$ cat src/rtl/axis_tlp_pkg.sv
// Shared types and constants for the two-requester TLP TX arbiter.
package axis_tlp_pkg;

  localparam int unsigned DATA_W    = 32;
  localparam int unsigned NUM_PORTS = 2;
  localparam logic [5:0]  BUF_AV_MIN_DEF = 6'd2;

  typedef enum logic [1:0] {
    ST_IDLE = 2'd0,
    ST_CFG  = 2'd1,
    ST_GNT0 = 2'd2,
    ST_GNT1 = 2'd3
  } state_e;

endpackage

$ cat src/rtl/axis_tlp_tx_arbiter_if.sv
// AXI4-Stream TLP channel (data, last, valid, ready).
interface axis_tlp_tx_arbiter_if;
  import axis_tlp_pkg::*;

  logic [DATA_W-1:0] TDATA;
  logic              TLAST;
  logic              TVALID;
  logic              TREADY;

  modport master (output TDATA, output TLAST, output TVALID, input TREADY);
  modport slave  (input TDATA, input TLAST, input TVALID, output TREADY);
endinterface

$ cat src/rtl/axis_tlp_rr_pick.sv
// Two-way round-robin selector: returns the port index to grant.
module axis_tlp_rr_pick
  import axis_tlp_pkg::*;
(
  input  logic [NUM_PORTS-1:0] req,
  input  logic                 last_served,
  output logic                 pick
);

  // Both requesting: serve the one not served last; otherwise the lone requester.
  always_comb begin
    pick = 1'b0;
    if (req == 2'b11) begin
      pick = ~last_served;
    end else begin
      pick = req[1];
    end
  end

endmodule

$ cat src/rtl/axis_tlp_tx_arbiter.sv
// Packet-granular arbiter merging two TLP streams (plus config-completion
// slot requests) onto the PCIe core TX stream.
module axis_tlp_tx_arbiter
  import axis_tlp_pkg::*;
#(
  parameter logic [5:0]  BUF_AV_MIN = BUF_AV_MIN_DEF,
  parameter int unsigned CNT_W      = 16
) (
  input  logic                   ACLK,
  input  logic                   ARESETN,
  axis_tlp_tx_arbiter_if.slave   S0_AXIS,
  axis_tlp_tx_arbiter_if.slave   S1_AXIS,
  axis_tlp_tx_arbiter_if.master  M_AXIS,
  input  logic [5:0]             tx_buf_av,
  input  logic                   tx_cfg_req,
  output logic                   tx_cfg_gnt,
  output logic [CNT_W-1:0]       pkt_cnt0,
  output logic [CNT_W-1:0]       pkt_cnt1
);

  state_e               state_q;
  logic                 cfg_gnt_q;
  logic                 last_served_q;
  logic [CNT_W-1:0]     pkt_cnt0_q;
  logic [CNT_W-1:0]     pkt_cnt1_q;

  logic [NUM_PORTS-1:0] req;
  logic                 pick;
  logic                 gnt0;
  logic                 gnt1;
  logic                 last_beat;

  assign req = {S1_AXIS.TVALID, S0_AXIS.TVALID};

  axis_tlp_rr_pick u_rr_pick (
    .req         (req),
    .last_served (last_served_q),
    .pick        (pick)
  );

  // Reset gates the grant combinationally so an aborted packet stops at once.
  assign gnt0 = ARESETN && (state_q == ST_GNT0);
  assign gnt1 = ARESETN && (state_q == ST_GNT1);

  // Zero-latency pass-through of the granted port; everything quiet otherwise.
  always_comb begin
    M_AXIS.TDATA   = '0;
    M_AXIS.TLAST   = 1'b0;
    M_AXIS.TVALID  = 1'b0;
    S0_AXIS.TREADY = 1'b0;
    S1_AXIS.TREADY = 1'b0;
    if (gnt0) begin
      M_AXIS.TDATA   = S0_AXIS.TDATA;
      M_AXIS.TLAST   = S0_AXIS.TLAST;
      M_AXIS.TVALID  = S0_AXIS.TVALID;
      S0_AXIS.TREADY = M_AXIS.TREADY;
    end else if (gnt1) begin
      M_AXIS.TDATA   = S1_AXIS.TDATA;
      M_AXIS.TLAST   = S1_AXIS.TLAST;
      M_AXIS.TVALID  = S1_AXIS.TVALID;
      S1_AXIS.TREADY = M_AXIS.TREADY;
    end
  end

  assign last_beat = M_AXIS.TVALID & M_AXIS.TREADY & M_AXIS.TLAST;

  // Arbitration FSM, config grant, last-served pointer and packet counters.
  always_ff @(posedge ACLK) begin
    if (!ARESETN) begin
      state_q       <= ST_IDLE;
      cfg_gnt_q     <= 1'b0;
      last_served_q <= 1'b1;
      pkt_cnt0_q    <= '0;
      pkt_cnt1_q    <= '0;
    end else begin
      case (state_q)
        ST_IDLE: begin
          if (tx_cfg_req) begin
            state_q   <= ST_CFG;
            cfg_gnt_q <= 1'b1;
          end else if ((tx_buf_av >= BUF_AV_MIN) && (req != '0)) begin
            state_q <= pick ? ST_GNT1 : ST_GNT0;
          end
        end
        ST_CFG: begin
          if (!tx_cfg_req) begin
            state_q   <= ST_IDLE;
            cfg_gnt_q <= 1'b0;
          end
        end
        ST_GNT0: begin
          if (last_beat) begin
            state_q       <= ST_IDLE;
            last_served_q <= 1'b0;
            pkt_cnt0_q    <= pkt_cnt0_q + CNT_W'(1);
          end
        end
        ST_GNT1: begin
          if (last_beat) begin
            state_q       <= ST_IDLE;
            last_served_q <= 1'b1;
            pkt_cnt1_q    <= pkt_cnt1_q + CNT_W'(1);
          end
        end
        default: state_q <= ST_IDLE;
      endcase
    end
  end

  assign tx_cfg_gnt = cfg_gnt_q;
  assign pkt_cnt0   = pkt_cnt0_q;
  assign pkt_cnt1   = pkt_cnt1_q;

endmodule

$ cat src/flat_wrapper.sv
// flat-port wrapper written by rule: the top's interface ports become plain ports
module axis_tlp_tx_arbiter_flat import axis_tlp_pkg::*;
#(
  parameter logic [5:0]  BUF_AV_MIN = BUF_AV_MIN_DEF,
  parameter int unsigned CNT_W      = 16
)
  (ACLK, ARESETN, tx_buf_av, tx_cfg_req, tx_cfg_gnt, pkt_cnt0, pkt_cnt1, S0_AXIS_TDATA, S0_AXIS_TLAST, S0_AXIS_TVALID, S0_AXIS_TREADY, S1_AXIS_TDATA, S1_AXIS_TLAST, S1_AXIS_TVALID, S1_AXIS_TREADY, M_AXIS_TDATA, M_AXIS_TLAST, M_AXIS_TVALID, M_AXIS_TREADY);
  axis_tlp_tx_arbiter_if S0_AXIS_i ();
  axis_tlp_tx_arbiter_if S1_AXIS_i ();
  axis_tlp_tx_arbiter_if M_AXIS_i ();
  input  logic ACLK;
  input  logic ARESETN;
  input  logic [5:0] tx_buf_av;
  input  logic tx_cfg_req;
  output logic tx_cfg_gnt;
  output logic [CNT_W-1:0] pkt_cnt0;
  output logic [CNT_W-1:0] pkt_cnt1;
  input wire logic [$bits(S0_AXIS_i.TDATA)-1:0] S0_AXIS_TDATA;
  input wire logic [$bits(S0_AXIS_i.TLAST)-1:0] S0_AXIS_TLAST;
  input wire logic [$bits(S0_AXIS_i.TVALID)-1:0] S0_AXIS_TVALID;
  output wire logic [$bits(S0_AXIS_i.TREADY)-1:0] S0_AXIS_TREADY;
  input wire logic [$bits(S1_AXIS_i.TDATA)-1:0] S1_AXIS_TDATA;
  input wire logic [$bits(S1_AXIS_i.TLAST)-1:0] S1_AXIS_TLAST;
  input wire logic [$bits(S1_AXIS_i.TVALID)-1:0] S1_AXIS_TVALID;
  output wire logic [$bits(S1_AXIS_i.TREADY)-1:0] S1_AXIS_TREADY;
  output wire logic [$bits(M_AXIS_i.TDATA)-1:0] M_AXIS_TDATA;
  output wire logic [$bits(M_AXIS_i.TLAST)-1:0] M_AXIS_TLAST;
  output wire logic [$bits(M_AXIS_i.TVALID)-1:0] M_AXIS_TVALID;
  input wire logic [$bits(M_AXIS_i.TREADY)-1:0] M_AXIS_TREADY;
  assign S0_AXIS_i.TDATA = S0_AXIS_TDATA;
  assign S0_AXIS_i.TLAST = S0_AXIS_TLAST;
  assign S0_AXIS_i.TVALID = S0_AXIS_TVALID;
  assign S0_AXIS_TREADY = S0_AXIS_i.TREADY;
  assign S1_AXIS_i.TDATA = S1_AXIS_TDATA;
  assign S1_AXIS_i.TLAST = S1_AXIS_TLAST;
  assign S1_AXIS_i.TVALID = S1_AXIS_TVALID;
  assign S1_AXIS_TREADY = S1_AXIS_i.TREADY;
  assign M_AXIS_TDATA = M_AXIS_i.TDATA;
  assign M_AXIS_TLAST = M_AXIS_i.TLAST;
  assign M_AXIS_TVALID = M_AXIS_i.TVALID;
  assign M_AXIS_i.TREADY = M_AXIS_TREADY;
  axis_tlp_tx_arbiter #(.BUF_AV_MIN(BUF_AV_MIN), .CNT_W(CNT_W)) u_core (.ACLK(ACLK), .ARESETN(ARESETN), .S0_AXIS(S0_AXIS_i), .S1_AXIS(S1_AXIS_i), .M_AXIS(M_AXIS_i), .tx_buf_av(tx_buf_av), .tx_cfg_req(tx_cfg_req), .tx_cfg_gnt(tx_cfg_gnt), .pkt_cnt0(pkt_cnt0), .pkt_cnt1(pkt_cnt1));
endmodule
$ cat config.mk
export PLATFORM = sky130hd
export DESIGN_NAME = axis_tlp_tx_arbiter_flat
export DESIGN_NICKNAME = d
export VERILOG_FILES = /design/src/rtl/axis_tlp_pkg.sv /design/src/rtl/axis_tlp_tx_arbiter_if.sv /design/src/rtl/axis_tlp_rr_pick.sv /design/src/rtl/axis_tlp_tx_arbiter.sv /design/src/flat_wrapper.sv
export SDC_FILE = /design/constraint.sdc
export NUM_CORES = 1
export LEC_CHECK = 0
export CAP_MARGIN = 40
export CORE_ASPECT_RATIO = 1.2
export CORE_MARGIN = 2
export CORE_UTILIZATION = 35
export CTS_BUF_LIST = sky130_fd_sc_hd__clkbuf_16
export DETAILED_ROUTE_END_ITERATION = 16
export PLACE_DENSITY_LB_ADDON = 0.15
export SYNTH_ARGS = -nofsm -noshare
export SYNTH_HDL_FRONTEND = slang
export SYNTH_SLANG_ARGS = --single-unit
$ cat constraint.sdc
create_clock -name ACLK -period 3.11 [get_ports ACLK]
set_clock_uncertainty 0.2 [all_clocks]
set_input_delay 0.7775 -clock ACLK [delete_from_list [all_inputs] [get_ports ACLK]]
set_output_delay 0.7775 -clock ACLK [all_outputs]
set_load 0.02 [all_outputs]
* Word level (Yosys, flattened, before mapping)
Index checks and enable logic that the tools add are counted.
Storage, ports and cells: register bits 36, input bits 78, output and inout port bits 69, logic and storage cells 56
Cells by class: $add $sub $neg 2, $lt $le $gt $ge 1, eq/ne operators 10, muxes and demuxes 22, bitwise operators 3, reduce and logical (&&, ||, !) cells 13
Operators with widths (count):
- $mux W32 | 2
- $add A16 B1 Y16 const B | 2
- $mux W1 | 13
- $reduce_and A3 Y1 | 3
- $mux W2 | 4
- $eq A2 B2 Y1 const B | 3
- $ge A6 B2 Y1 const B | 1
- $ne A2 B1 Y1 const B | 3
- $pmux W2 S3 | 1
- $reduce_bool A2 Y1 | 3
- $ne A2 B2 Y1 const B | 2
- $pmux W1 S2 | 2
- $reduce_and A2 Y1 | 2
- $logic_and A1 B1 Y1 | 3
- $ne A3 B2 Y1 const B | 1
- $and A1 B1 Y1 | 2
- $eq A2 B1 Y1 const B | 1
- $logic_not A2 Y1 | 1
- $reduce_or A2 Y1 | 1
- $not A1 Y1 | 1

* Longest topological paths before layout
Gate-level depths: netlist of run 1.
word-level depth 8, depth in mapped cells 6, gate-level depth less buffers 5

* Cells and area by module
Synthesis of run 1 repeated with hierarchy kept, for this count alone.
Second synthesis, totals: cells, all modules 285, area, all modules 2227.1 um^2
Modules (own cells, without submodules):
- axis_tlp_tx_arbiter | instances 1, cells each 284, area each 2215.9 um^2, seq. area each 720.7 um^2
- axis_tlp_rr_pick | instances 1, cells each 1, area each 11.3 um^2, seq. area each 0.0 um^2

* Worst setup path before layout of run 1
OpenSTA, ideal clock, no wires.
path type input to output, start point input port ARESETN, end point output port M_AXIS_TDATA[10], data arrival time 1.883 ns, required time 2.132 ns, slack 0.250 ns, cell stages on the path 5, buffers on the path 2, cells stage by stage buf_2 -> nand2_1 -> nor2_1 -> clkbuf_1 -> a22o_1
Between the ends: longest elaborated chain between the ends 3, elaborated cells between the ends (all ways) 4, classes of those cells mux (2); reduce/logical (2)
RTL lines:
- start, declared | RTL line flat_wrapper.sv:12 | input logic ARESETN;
- $logic_and A1 B1 Y1 | RTL line axis_tlp_tx_arbiter.sv:43 | assign gnt1 = ARESETN && (state_q == ST_GNT1);
- $mux W32 | RTL line axis_tlp_tx_arbiter.sv:57 | end else if (gnt1) begin
- $mux W32 (*) | RTL line axis_tlp_tx_arbiter.sv:52 | if (gnt0) begin
- end, declared | RTL line flat_wrapper.sv:26 | output wire logic [$bits(M_AXIS_i.TDATA)-1:0] M_AXIS_TDATA;
Mark *: on every way between the ends. The rest lies on a longest branch, timed or not.

* Final worst setup path of run 1
start point input port ARESETN, end point output port M_AXIS_TDATA[1]
Same word-level chain as after synthesis.

==> results.toml, run 1 <==
[floorplanning]
core_sq_um = 5930
die_w_um = 74.9
initial_utilization = 0.355
ios = 147
row_count = 31
die_h_um = 89.0
die-area_sq_um = 6670

[detailed_routing]
drc_errors = 0
via_per_inst = 5.31
drtIter0Drc = 101
ant_nets = 0
wl_um = 7770
drtPass1Iterations = 4
vias = 2636
avgRoutedWirePerCell_um = 15.7

[timing]
rsz0062_at_grt = "no"
period_needed_ns = 3.04
fmax_mhz = 329
setup_viol = 0
holdWs_ns = 0.274
slew-limit-headroom = 0.579
fin_setup_tns_ns = 0
hold_viol_final = 0
max_slew.worst_pin.slew_ns = 0.626
period_share = 0.977
finalMaxSlewViolations = 0

[worst_setup_path]
worst_setup_path_start_kind = "input pin"
rrSetupSlack_ns = 0.83
crit_chain = "dlygate4sd2_1 -> nand2_1 -> nor2_4 -> bufbuf_16 -> a22o_1 -> clkdlybuf4s15_2"
r2r_cells = 6
path_max_fanout = 16
crit_cells = 6
cp_top_family = "buffers and inverters"
crit_slowest_cell = "bufbuf_16"
crit_type = "in2out"
crit_arrival_ns = 2.06
cp.required_ns = 2.13
crit_buf_inv = 3
cpPeakStageDelay_ns = 0.31
endpoint_kind = "output port"

[grt]
grt_antenna_before_repair = 1
grt_use_total = 0.240
grt_pass1_vias = 2581
overflow = 0
grt_start_max_net_pins = 34
grt_pass1_wl_um = 12200

[synthesis]
synth.area.top_cells = "dfxtp_1, a22o_1, mux2i_1"
yosysTopAreaCellShare = 0.342
netlist_area_sq_um = 2110
synth_top_family_by_area = "simple AND/OR/NAND/NOR gates"
ys_warn_count = 0
synth_fp_nets = 338
syn_area_per_cell_sq_um = 8.18
synth_xor_xnor_area_share = 0.0208
yosys.area_share.adder = 0.0119
synth_compound_area_frac = 0.249
synth_ff_type = "dfxtp_1"
synth_cell_type_count = 33
synth_edf_count = 0
synthSimpleGateAreaFrac = 0.274
syn_inst = 258
synth_top_cell_by_area = "dfxtp_1"
async_reset_ff_frac = 0
seq_area_frac_synth = 0.342
muxShareOfSynthArea = 0.0522
synth-seq-cells = 36

[clock_network]
numClockSinks = 36
root_buffer = "clkbuf_16"
clk_latency_ns = 0.27
cts_buffer_depth = 2
cts_tree = "done"
post-cts-setup-buffers = 0
numCtsBuffers = 5
clkSlewWorstSetupHoldPaths_ns = 0.05
htreeDepth = 2

[power_and_ir_drop]
ir_worst_vdd_uv = 190
leakage_nw = 1.52
powerDensity_nw_per_um2 = 307

[place]
io_buffers = 145
dpl.cell_count = 487
gp_congestion = 0.822
dp_hpwl_um = 6190

[finish]
final_cell_mix = "clkdlybuf4s50_1, dfxtp_1, a22o_1"
fin_util = 0.643
syn_to_final_growth_pct = 81.0
final_layout_size_suffix_gt1_frac = 0.109
final_common_cell = "clkdlybuf4s50_1"
finalNonFillerCells = 496
finalNetCount = 493

[run_status]
status = "completed"

[worst_hold_path]
hp-class = "reg2reg"
min_path_cells = 1

[flow_run]
maxCapViolations = 0
sequential cells by signal (all words and copies together), names as in the netlist:
name                  cells
u_core.pkt_cnt0          16
u_core.pkt_cnt1          16
u_core.state_q            2
u_core.last_served_q      1
u_core.tx_cfg_gnt         1
per-stage QoR:
step	power (mW)	setup WS [ns]	cell area [sq um]
3_3_place_gp	0.733	-0.444	3740
2_1_floorplan	0.567	0.250	2110
3_5_place_dp	0.735	-0.467	3740
5_1_grt	1.22	0.00294	3820
4_1_cts	1.19	0.00685	3870
6_report	1.17	0.0718	3820
kinds of logic (layout without fill, tap and decap cells):
family | count (synthesis) | count (layout)
and+or+nand+nor | 106 | 106
buffers and inverters | 23 | 178
other | 0 | 1
AOI/OAI and AO/OA | 75 | 75
adders and majority gates | 2 | 2
DFF | 36 | 36
xor gates and xnor gates | 5 | 5
muxes | 11 | 11
worst reg2reg max path, stage by stage, from the launching register on:
cell     delay, ns
dfxtp_1       0.40
buf_4         0.21
mux2i_1       0.11
buf_4         0.17
or4_4         0.60
or3_1         0.37
a21oi_1       0.15
final cells by class:
cell class | count | area, sq um
diodes | 1 | 2.50
clock buffers | 5 | 125
clock inverters | 2 | 8.76
fillers | 522 | 2120
inverters | 7 | 26.3
multi-input cells | 199 | 1290
flip-flops and latches | 36 | 721
well taps | 82 | 103
repair buffers | 164 | 1540
report_power, final:
group | internal [mW] | total, mW | leakage (nW) | switching [mW]
Sequential | 0.466 | 0.470 | 0.291 | 0.00396
Combinational | 0.145 | 0.246 | 1.16 | 0.102
Clock | 0.287 | 0.456 | 0.0709 | 0.169
cell usage after synthesis, types with 2 or more instances:
cell type and count:
a21oi_1 18, a22o_1 33, and2_1 4, and3_1 7
buf_2 2, buf_6 2, clkbuf_1 11, dfxtp_1 36
ha_1 2, inv_1 7, mux2i_1 11, nand2_1 23
nand3_1 11, nand3b_1 2, nand4_1 11, nand4b_1 4
nor2_1 14, nor3_1 4, nor4_1 5, o21a_1 2
o21ai_0 16, o31a_1 2, o31ai_1 2, or3_1 12
or4_1 5, xnor2_1 5
final timing paths:
kind	from	to
max	ARESETN	M_AXIS_TDATA[1]
min	u_core.pkt_cnt0[15]	u_core.pkt_cnt0[15]
max reg2reg	u_core.state_q[0]	u_core.pkt_cnt0[12]
min reg2reg	u_core.pkt_cnt0[15]	u_core.pkt_cnt0[15]
routing by layer:
metal  wire length (um)  track usage
met3                644       0.0823
met1               3120        0.280
met2               3850        0.401
met4                151       0.0942
met5                  0            0
what timing repair did:
item                                    in CTS  in global routing
pin swaps                                    0                  0
resized for setup                           39                 30
endpoints found under the setup margin      35                 15
hold buffers                                 0                  0
gates cloned                                 1                  0
Note: power is estimated with default switching activity, not from simulation.
==> run 2: changes to the inputs <==
--- a/config.mk
+++ b/config.mk
@@ -5,7 +5,7 @@
 export SDC_FILE = /design/constraint.sdc
 export NUM_CORES = 1
 export LEC_CHECK = 0
-export CAP_MARGIN = 40
+export CAP_MARGIN = 5
 export CORE_ASPECT_RATIO = 1.2
 export CORE_MARGIN = 2
 export CORE_UTILIZATION = 35
==> results of run 2 <==
Final layout, timing and power as in run 1 (identical DEF).
==> run 3: changes to the inputs <==
--- a/config.mk
+++ b/config.mk
@@ -5,7 +5,6 @@
 export SDC_FILE = /design/constraint.sdc
 export NUM_CORES = 1
 export LEC_CHECK = 0
-export CAP_MARGIN = 5
 export CORE_ASPECT_RATIO = 1.2
 export CORE_MARGIN = 2
 export CORE_UTILIZATION = 35
==> constraint.sdc (replaced) <==
create_clock -name ACLK -period 3.4 [get_ports ACLK]
set_clock_uncertainty 0.2 [all_clocks]
set_input_delay 0.85 -clock ACLK [delete_from_list [all_inputs] [get_ports ACLK]]
set_output_delay 0.85 -clock ACLK [all_outputs]
set_load 0.02 [all_outputs]
==> run 3 against run 2 <==
Sequential share of layout area down 0.24 points. Global-route usage down 0.38 points. Final cell count fell by 0.40%. Critical endpoint is now M_AXIS_TVALID. Largest cell class unchanged. Highest routed layer unchanged.
==> results.toml, run 3 (synthesis gave the netlist of run 1 again) <==
[run_status]
status = "completed"

[grt]
overflow = 0
grt_use_total = 0.236
grt_start_max_net_pins = 34
grt_pass1_wl_um = 12000
grt_antenna_before_repair = 0
grt_pass1_vias = 2524

[clock_network]
numClockSinks = 36
root_buffer = "clkbuf_16"
htreeDepth = 2
cts_buffer_depth = 2
hold_buffers = 0
cts_tree = "done"
clkSlewWorstSetupHoldPaths_ns = 0.05
numCtsBuffers = 5
clk_latency_ns = 0.28

[finish]
finalNetCount = 491
num_antenna_cells = 0
final_common_cell = "clkdlybuf4s50_1"
final_cell_mix = "clkdlybuf4s50_1, dfxtp_1, a22o_1"
syn_to_final_growth_pct = 83.3
final_layout_size_suffix_gt1_frac = 0.131
stdcell_area_sq_um = 3870
finalNonFillerCells = 494

[worst_setup_path]
endpoint_kind = "output port"
worst_setup_path_start_kind = "input pin"
crit_arrival_ns = 2.00
cp.required_ns = 2.35
crit_slowest_cell = "clkdlybuf4s50_1"
rrSetupSlack_ns = 1.16
path_max_fanout = 3
crit_chain = "clkdlybuf4s50_1 -> mux2i_1 -> nor2_1 -> dlygate4sd2_1"
r2r-end = "u_core.pkt_cnt1[14]"
startpoint = "S0_AXIS_TVALID"
cpPeakStageDelay_ns = 0.54
worstReg2RegStart = "u_core.state_q[0]"
crit_end = "M_AXIS_TVALID"
crit_type = "in2out"
r2r_cells = 5

[timing]
finalMaxSlewViolations = 0
period_share = 0.896
period_needed_ns = 3.05
setup_viol = 0
slew-limit-headroom = 0.603
fmax_mhz = 328
holdWs_ns = 0.264
rsz0062_at_grt = "no"
hold_viol_final = 0
max_slew.worst_pin.slew_ns = 0.590

[worst_hold_path]
hp-class = "reg2reg"

[detailed_routing]
drc_errors = 0
vias = 2624
ant_nets = 0
wl_um = 7920
via_per_inst = 5.31
drtPass1Iterations = 4
avgRoutedWirePerCell_um = 16.0
drtIter0Drc = 112

[floorplanning]
die-area_sq_um = 6670
row_count = 31
die_h_um = 89.0
initial_utilization = 0.355
core_sq_um = 5930
ios = 147
die_w_um = 74.9

[power_and_ir_drop]
ir_worst_vdd_uv = 194
powerDensity_nw_per_um2 = 280
leakage_nw = 1.45

[place]
io_buffers = 145
dp_hpwl_um = 6260
dpl_cell_area_sq_um = 3730
gp_congestion = 0.824
dpl.cell_count = 485

[flow_run]
maxCapViolations = 0
[run 3: cell types whose count changed in the layout (fill, tap and decap cells not counted), moves of 2 or more]
| cell | previous run | this run |
|---|---|---|
| dlygate4sd2_1 | 20 | 2 |
| clkdlybuf4s15_2 | 1 | 17 |
| clkdlybuf4s15_1 | 0 | 6 |
| clkbuf_2 | 15 | 10 |
| buf_4 | 17 | 15 |
[run 3: worst min-delay path by stage]
stage / end / slack [ns] / startpoint / cells past startpoint
after floorplan: u_core.last_served_q / 0.29 / u_core.last_served_q / 2
after global placement: u_core.pkt_cnt0[15] / 0.25 / u_core.pkt_cnt0[15] / 1
after detailed placement: u_core.pkt_cnt0[15] / 0.26 / u_core.pkt_cnt0[15] / 1
after CTS: u_core.pkt_cnt0[15] / 0.27 / u_core.pkt_cnt0[15] / 1
after global routing: u_core.pkt_cnt1[6] / 0.30 / u_core.pkt_cnt1[6] / 1
final: u_core.pkt_cnt0[15] / 0.26 / u_core.pkt_cnt0[15] / 1
[run 3: where the power goes]
group	internal, mW	switching, mW	leakage [nW]	total (mW)
Combinational	0.134	0.0916	1.09	0.226
Sequential	0.426	0.00557	0.291	0.432
Clock	0.263	0.163	0.0738	0.426
Total	0.824	0.260	1.45	1.08
[run 3: layout make-up]
class | instances | area, sq um
Fill cell | 509 | 2070
Timing Repair Buffer | 162 | 1590
Multi-Input combinational cell | 199 | 1290
Sequential cell | 36 | 721
Clock buffer | 5 | 125
Tap cell | 82 | 103
Inverter | 7 | 26.3
Clock inverter | 3 | 11.3
[run 3: metal layers]
metal | share of wire | up-vias | GRT usage
met5 | 0 | - | 0
met4 | 0.013 | 0 | 0.0568
met3 | 0.097 | 9 | 0.0846
met2 | 0.51 | 112 | 0.416
met1 | 0.38 | 1219 | 0.270
li1 | - | 1284 | -
[run 3: critical path: cells and delay by family]
family | cells | cell delay (ns)
buf+inv | 2 | 0.92
mux | 1 | 0.11
simple gates | 1 | 0.11
[run 3: what timing repair did]
item	4_1_cts	5_1_grt
gates resized for setup	87	11
gates cloned	0	1
pin swaps	0	1
buffers inserted	0	0
endpoints found under the setup margin	35	31
[run 3: through the flow]
stage	util	worst slack (ns)	power (mW)	TNS, ns
3_3_place_gp	0.628	-0.315	0.669	-9.70
2_1_floorplan	-	0.395	0.519	0
5_1_grt	0.651	0.272	1.12	0
4_1_cts	0.655	0.0229	1.09	0
3_5_place_dp	0.628	-0.341	0.671	-10.08
6_report	0.651	0.354	1.08	0
